**src/rtl/shift_seq_unit.sv**
```systemverilog
// shift_seq_unit: multi-cycle shift sequencer for SLL/SRL/SRA/ROTR.
// It applies one single-bit step per clock to a working register, so it
// costs shamt cycles instead of a barrel shifter. A start/done handshake
// connects it to the multicycle control unit.
module shift_seq_unit #(
    parameter int WIDTH = 32,
    parameter int SHW   = 5
) (
    input  logic             clk,
    input  logic             reset,
    input  logic             start,
    input  logic [1:0]       op,
    input  logic [SHW-1:0]   shamt,
    input  logic [WIDTH-1:0] a,
    output logic             busy,
    output logic             done,
    output logic [WIDTH-1:0] y
);

    typedef enum logic [1:0] {
        IDLE  = 2'd0,
        SHIFT = 2'd1,
        DONE  = 2'd2
    } state_t;

    localparam logic [1:0] OP_SLL  = 2'b00;
    localparam logic [1:0] OP_SRL  = 2'b01;
    localparam logic [1:0] OP_SRA  = 2'b10;
    localparam logic [1:0] OP_ROTR = 2'b11;

    state_t           state, state_nx;
    logic [WIDTH-1:0] work;
    logic [WIDTH-1:0] work_step;
    logic [1:0]       op_r;
    logic [SHW-1:0]   cnt;
    logic             accept;

    // A request is taken whenever no shift is running; start during SHIFT is dropped.
    assign accept = start && (state != SHIFT);

    // One-bit step of the working register for the latched operation.
    always_comb begin
        work_step = work;
        case (op_r)
            OP_SLL:  work_step = {work[WIDTH-2:0], 1'b0};
            OP_SRL:  work_step = {1'b0, work[WIDTH-1:1]};
            OP_SRA:  work_step = {work[WIDTH-1], work[WIDTH-1:1]};
            OP_ROTR: work_step = {work[0], work[WIDTH-1:1]};
            default: work_step = work;
        endcase
    end

    // State register.
    always_ff @(posedge clk) begin
        if (reset) state <= IDLE;
        else       state <= state_nx;
    end

    // Next-state logic; shamt=0 goes straight to DONE, the last step (cnt=1) exits SHIFT.
    always_comb begin
        state_nx = state;
        case (state)
            IDLE, DONE: begin
                if (accept) state_nx = (shamt == '0) ? DONE : SHIFT;
                else        state_nx = IDLE;
            end
            SHIFT:   if (cnt == SHW'(1)) state_nx = DONE;
            default: state_nx = IDLE;
        endcase
    end

    // Datapath and registered outputs; busy/done are flopped from the next state
    // so no input reaches an output combinationally.
    always_ff @(posedge clk) begin
        if (reset) begin
            work <= '0;
            op_r <= OP_SLL;
            cnt  <= '0;
            y    <= '0;
            busy <= 1'b0;
            done <= 1'b0;
        end else begin
            busy <= (state_nx == SHIFT);
            done <= (state_nx == DONE);
            if (accept) begin
                work <= a;
                op_r <= op;
                cnt  <= shamt;
                if (shamt == '0) y <= a;
            end else if (state == SHIFT) begin
                work <= work_step;
                cnt  <= cnt - SHW'(1);
                if (cnt == SHW'(1)) y <= work_step;
            end
        end
    end

endmodule
```
**config.mk**
```make
export PLATFORM = sky130hd
export DESIGN_NAME = shift_seq_unit
export DESIGN_NICKNAME = d
export VERILOG_FILES = /design/src/rtl/shift_seq_unit.sv
export SDC_FILE = /design/constraint.sdc
export NUM_CORES = 1
export LEC_CHECK = 0
export BUFFER_PORTS_ARGS = -buffer_cell sky130_fd_sc_hd__buf_4
export CAP_MARGIN = 20
export CORE_MARGIN = 4
export CORE_UTILIZATION = 57
export CTS_CLUSTER_DIAMETER = 200
export DETAILED_ROUTE_END_ITERATION = 10
export GPL_ROUTABILITY_DRIVEN = 0
export PLACE_DENSITY = 0.84
export SYNTH_ARGS = -nofsm -noshare
export SYNTH_HDL_FRONTEND = slang
export SYNTH_SLANG_ARGS = --single-unit
```
**constraint.sdc**
```tcl
create_clock -name clk -period 2.7 [get_ports clk]
set_input_delay 0.27 -clock clk [delete_from_list [all_inputs] [get_ports clk]]
set_output_delay 0.27 -clock clk [all_outputs]
set_load 0.005 [all_outputs]
```
==> flow_summary.toml, run 1 <==
[status]
status = "complete, no violations"

[layout]
nets = 437
diodes = 0
final_cells = 470
drive_above_1_share_pct = 34.17
area_growth_pct = 24.65
layout_commonest_cell = "buf_4"
layout_common_cells = "82 x buf_4, 75 x dfxtp_1, 34 x o21ai_0, 34 x a22o_1"

[clocking]
cts_root_buf = "clkbuf_8"
clk_pin_slew_ns = 0.07
cts_buffers = 9
clk_latency_ns = 0.35
post_cts_buffers = 0
htree_levels = 3
cts_sinks = 75
ctsHoldBuffers = 0
cts_resized = 0
cts_tree = "done"
cts_buffer_depth = 2

[setup_path]
worstPathRequired_ns = 2.97
start_kind = "flop"
cp-end-kind = "flop"
r2r_start = "cnt[1]$_SDFFE_PP0P_"
crit_type = "flop to flop"
cp_max_fo = 17
crit_arrival_ns = 2.54
cp-startpoint = "cnt[1]$_SDFFE_PP0P_"

[floorplan]
core_um2 = 5507
start_util_pct = 58.99
die_w_um = 83.49
dieArea_um2 = 6971
ios = 76
die_y_um = 83.49
fp-row-count = 27

[pwr]
p_leak_nw = 1.834
peakVddDrop_v = 0.0003728
power_mw = 2.390
p_per_area_nw_per_um2 = 590.2

[timing]
hold_viol_final = 0
min_period_ns = 2.272
rsz0062_at_grt = "false"
worst_pin_slew_ns = 0.9500
holdWs_ns = 0.1744
fin_skew_ns = 0.007783
period_share_pct = 84.16
finalSetupViolCount = 0
max_freq_mhz = 440.1
max_slew_margin_pct = 36.32
setup_tns_ns = 0
final_max_slew_viol_count = 0

[global_route]
grt_pass1_vias = 2874
antenna_found_initial = 0
grt_usage_pct = 23.53
grt_pass1_wl_um = 13570
grt_max_degree = 41
overflow = 0

[drt]
wl_per_cell_um = 17.37
routed_wirelength_um = 8166
drt_iter0_drc = 275
antenna_left = 0
drt_first_pass_iters = 5
viasPerCell = 6.174
vias = 2902
post-route-drc-count = 0

[logic_synthesis]
synth.distinct_cells = 36
synth_nets = 371
yosysSeqAreaShare_pct = 46.22
ys_warn_count = 0
syn_inst = 327
ys_ff_latch = 75
synth_area_per_cell_um2 = 9.933
syn_area_um2 = 3248

[hold_path]
hold_start = "op[1]"
min_path_type = "primary input to flop"

[place]
dp.cells = 454
dp_hpwl_um = 5418
io_buffer_count = 75

[job]
maxCapViolations = 0
==> flip-flops by register name, indices dropped and copies added, names as in the netlist <==
register and cells:
work 32, y 32, cnt 5, op_r 2
state 2, busy 1, done 1
==> synth_stat cells, drive strengths merged <==
cell type	count	area [um2]
a2111oi	1	8.760
a211oi	5	37.54
a21o	1	8.760
a21oi	12	71.32
a22o	61	568.1
a22oi	1	7.510
a311o	1	10.01
a311oi	1	8.760
and3	1	6.260
and4	1	8.760
buf	11	72.56
clkbuf	18	67.56
dfxtp	75	1501
ha	2	25.02
inv	5	18.77
mux2	1	11.26
mux2i	31	310.3
nand2	9	33.78
nand2b	1	6.260
nand3	31	155.2
nor2	11	43.80
nor2b	1	6.260
nor3	5	25.02
nor3b	1	7.510
nor4b	1	8.760
o211a	1	10.01
o21ai	34	170.2
o2bb2ai	1	8.760
o31ai	1	7.510
or2	1	8.760
or4b	1	13.76
==> per-stage QoR <==
| stage | setup slack [ns] | cell area, um2 | utilization (%) |
|---|---|---|---|
| floorplan | 0.9742 | 3248 | - |
| global placement | 0.2371 | 3854 | 69.98 |
| detailed placement | 0.4089 | 3869 | 70.26 |
| CTS | 0.4474 | 4049 | 73.53 |
| global route | 0.2742 | 4049 | 73.53 |
| finish | 0.4278 | 4049 | 73.53 |
==> worst max-delay path, cell delays in order, from the launching register on <==
cell and delay (ns):
dfxtp_1 0.34, inv_1 0.07, ha_1 0.18, or4b_4 0.21, nor2_1 0.06, nor3_2 0.77
buf_4 0.38, o2bb2ai_1 0.16
==> where the power goes <==
part / internal (mW) / total (mW) / switching, mW
Clock: 0.381 / 0.782 / 0.401
Combinational: 0.181 / 0.395 / 0.215
Sequential: 1.16 / 1.21 / 0.0490
==> routing by layer <==
metal / track usage (%) / up-vias / part of all wire (%)
li1: - / 1372 / -
met1: 30.40 / 1357 / 44
met2: 36.95 / 156 / 46
met3: 5.923 / 17 / 8.6
met4: 10.96 / 0 / 2.1
met5: 0 / - / 0
==> cells by family (layout without fill, tap and decap cells) <==
family / after synthesis / in the layout / share of synthesized area [%]
AO/OA/AOI/OAI: 120 / 120 / 28.24
flip-flops: 75 / 75 / 46.22
AND/OR/NAND/NOR: 64 / 64 / 9.977
buffers and inverters: 34 / 105 / 4.892
multiplexers: 32 / 32 / 9.900
adder cells (fa/ha/maj): 2 / 2 / 0.7703
==> path summary, 6_finish.rpt <==
kind                                end  slack, ns  cells past startpoint
setup / recovery     y[31]$_SDFFE_PP0P_       0.43                      7
hold / removal     op_r[1]$_SDFFE_PP0P_       0.17                      3
setup reg to reg     y[31]$_SDFFE_PP0P_       0.43                      7
hold reg to reg   work[31]$_SDFFE_PP0P_       0.48                      2
==> area by class of cell <==
cell class                      count  area (um2)
Clock inverter                      4       25.02
Clock buffer                       12       155.1
Inverter                            5       18.77
Timing Repair Buffer               84       650.6
Sequential cell                    75        1501
Multi-Input combinational cell    218        1608
Fill cell                         428        1458
Tap cell                           72       90.09
No activity file was read; power rests on OpenSTA's default activity.
==> run 2: changes to the inputs <==
- CORE_UTILIZATION: 57 -> 53
- PLACE_DENSITY: 0.84 -> 0.79
- clock period: 2.7 -> 2.15 ns (I/O delays scaled with it)
==> run 2 against run 1 <==
Compared with the run above: power rose by 29%; final cell count increased by 2.3%; final area up 2.2%; sequential cell count did not move; core utilization shrank 3.6 points; die area is 6.8% higher; critical endpoint is now y[9]$_SDFFE_PP0P_; wire length down 0.69%; sequential power up 26%; non-clock buffer count up 8; critical path type unchanged.
==> flow_summary.toml, run 2 (synthesized netlist as in run 1, its figures left out) <==
[status]
status = "complete, no violations"

[timing]
max_freq_mhz = 510.3
max_slew_margin_pct = 51.84
min_period_ns = 1.960
setup_slack_ns = 0.1902
rsz0062_at_grt = "false"
fin_skew_ns = 0.005675
hold_viol_final = 0
worst_pin_slew_ns = 0.7201
period_share_pct = 91.15
final_max_slew_viol_count = 0
finalSetupViolCount = 0

[pwr]
p_sw_mw = 0.8046
combPwrFrac_pct = 16.8
p_per_area_nw_per_um2 = 744.5
p_leak_nw = 1.885
p_int_mw = 2.277
switching_share_pct = 26.11
clkPwrFrac_pct = 33.9
power_mw = 3.081
p_seq_share_pct = 49.3
peakVddDrop_v = 0.0005046

[setup_path]
crit_type = "flop to flop"
crit_arrival_ns = 2.24
reg2reg_slack_ns = 0.19
worstPathCellList = "inv_1, ha_1, or4b_4, buf_4, or2_4, a21oi_4, buf_12, a22o_2"
r2r-end = "y[9]$_SDFFE_PP0P_"
crit_slowest_cell = "or4b_4"
cp_max_fo = 30
start_kind = "flop"
critical_path.max_stage_delay_ns = 0.45
r2r_start = "cnt[1]$_SDFFE_PP0P_"
worstPathRequired_ns = 2.43
r2r_cells = 8
cp-end-kind = "flop"

[layout]
multi_input_area_um2 = 1614
layout_common_cells = "89 x buf_4, 75 x dfxtp_1, 34 x o21ai_0, 34 x a22o_1"
regArea_um2 = 1501
drive_above_1_share_pct = 34.73
layout_commonest_cell = "buf_4"
largestRegisters = "work: 32 flops, y: 32 flops, cnt: 5 flops"
diodes = 0
final_util_pct = 69.91
area_growth_pct = 27.43
fillers = 472
nets = 445

[floorplan]
fp-row-count = 28
ios = 76
dieArea_um2 = 7445
die_y_um = 86.29
start_util_pct = 54.86
core_um2 = 5921
die_w_um = 86.29

[global_route]
antenna_found_initial = 0
grt_pass1_vias = 2818
grt_max_degree = 40
grt_usage_pct = 22.45
grt_pass1_wl_um = 13420
overflow = 0

[clocking]
clk_pin_slew_ns = 0.07
cts_root_buf = "clkbuf_8"
cts_buffers = 9
cts_tree = "done"
clk_latency_ns = 0.34
htree_levels = 3
cts_sinks = 75
cts_buffer_depth = 2

[drt]
routed_wirelength_um = 8110
viasPerCell = 5.956
vias = 2865
drt_iter0_drc = 142
antenna_left = 0
wl_per_cell_um = 16.86
drt_first_pass_iters = 4
post-route-drc-count = 0

[job]
maxCapViolations = 0

[hold_path]
hold_start = "op[1]"
min_path_type = "primary input to flop"
whs_path_depth = 3
hold_end = "op_r[1]$_SDFFE_PP0P_"

[place]
dp_slack_ns = -0.001681
io_buffer_count = 75
dp_hpwl_um = 5543
run 2: cell count changes in the layout (fill, tap and decap cells not counted), sizes merged:
cell / delta
clkbuf: +2
bufinv: +1
buf: +8
clkinvlp: -2
clkinv: -1
run 2: power by group through the flow:
stage / clock network [mW] / logic, mW / registers, mW
2_1_floorplan: 0 / 0.327 / 1.53
3_3_place_gp: 0 / 0.497 / 1.55
3_5_place_dp: 0 / 0.514 / 1.55
4_1_cts: 1.07 / 0.519 / 1.52
5_1_grt: 1.14 / 0.567 / 1.53
6_report: 1.04 / 0.517 / 1.52
run 2: how the worst max path moves through the flow:
stage | start | end | slack [ns]
finish | cnt[1]$_SDFFE_PP0P_ | y[9]$_SDFFE_PP0P_ | 0.19
global route | cnt[1]$_SDFFE_PP0P_ | y[9]$_SDFFE_PP0P_ | 0.11
CTS | cnt[1]$_SDFFE_PP0P_ | y[9]$_SDFFE_PP0P_ | 0.18
detailed placement | cnt[1]$_SDFFE_PP0P_ | y[29]$_SDFFE_PP0P_ | -0.002
global placement | cnt[1]$_SDFFE_PP0P_ | y[29]$_SDFFE_PP0P_ | 0.06
floorplan | cnt[0]$_SDFFE_PP0P_ | y[20]$_SDFFE_PP0P_ | 0.42
run 2: metal layers:
layer  global-route usage (%)  vias to the layer above  share of wire [%]
li1                         -                     1383                  -
met5                        0                        -                  0
met1                    28.28                     1395                 45
met2                    38.05                       79                 49
met4                    7.790                        0               0.75
met3                    4.848                        8                5.9
run 2: repair_timing:
action                                  4_1_cts  5_1_grt
buffers inserted                              0        0
resized for setup                             1        0
endpoints found under the setup margin        3        0
hold buffers                                  0        0
run 2: area by class of cell:
cell class,count,area share [%]
sequential,75,36.28
inverter,5,0.4534
clock inverter,2,0.8464
tap,75,2.267
clock buffer,14,3.688
timing repair buffer,92,17.47
multi-input combinational,218,39.00
run 2: per-stage QoR:
step | instance area [um2] | TNS, ns | std cells | hold slack (ns)
2_1_floorplan | 3248 | 0 | 327 | 0.3510
3_3_place_gp | 3930 | 0 | 464 | 0.4661
3_5_place_dp | 3945 | -0.001838 | 465 | 0.4614
4_1_cts | 4139 | 0 | 481 | 0.1117
5_1_grt | 4139 | 0 | 481 | 0.1225
6_report | 4139 | 0 | 481 | 0.1292
run 2: worst max-delay path: cells and delay by family (launching register included):
family / cells / cell delay, ns
and+or+nand+nor: 2 / 0.71
buffers and inverters: 3 / 0.42
AOI/OAI and AO/OA: 2 / 0.32
DFF: 1 / 0.31
adders and majority gates: 1 / 0.13
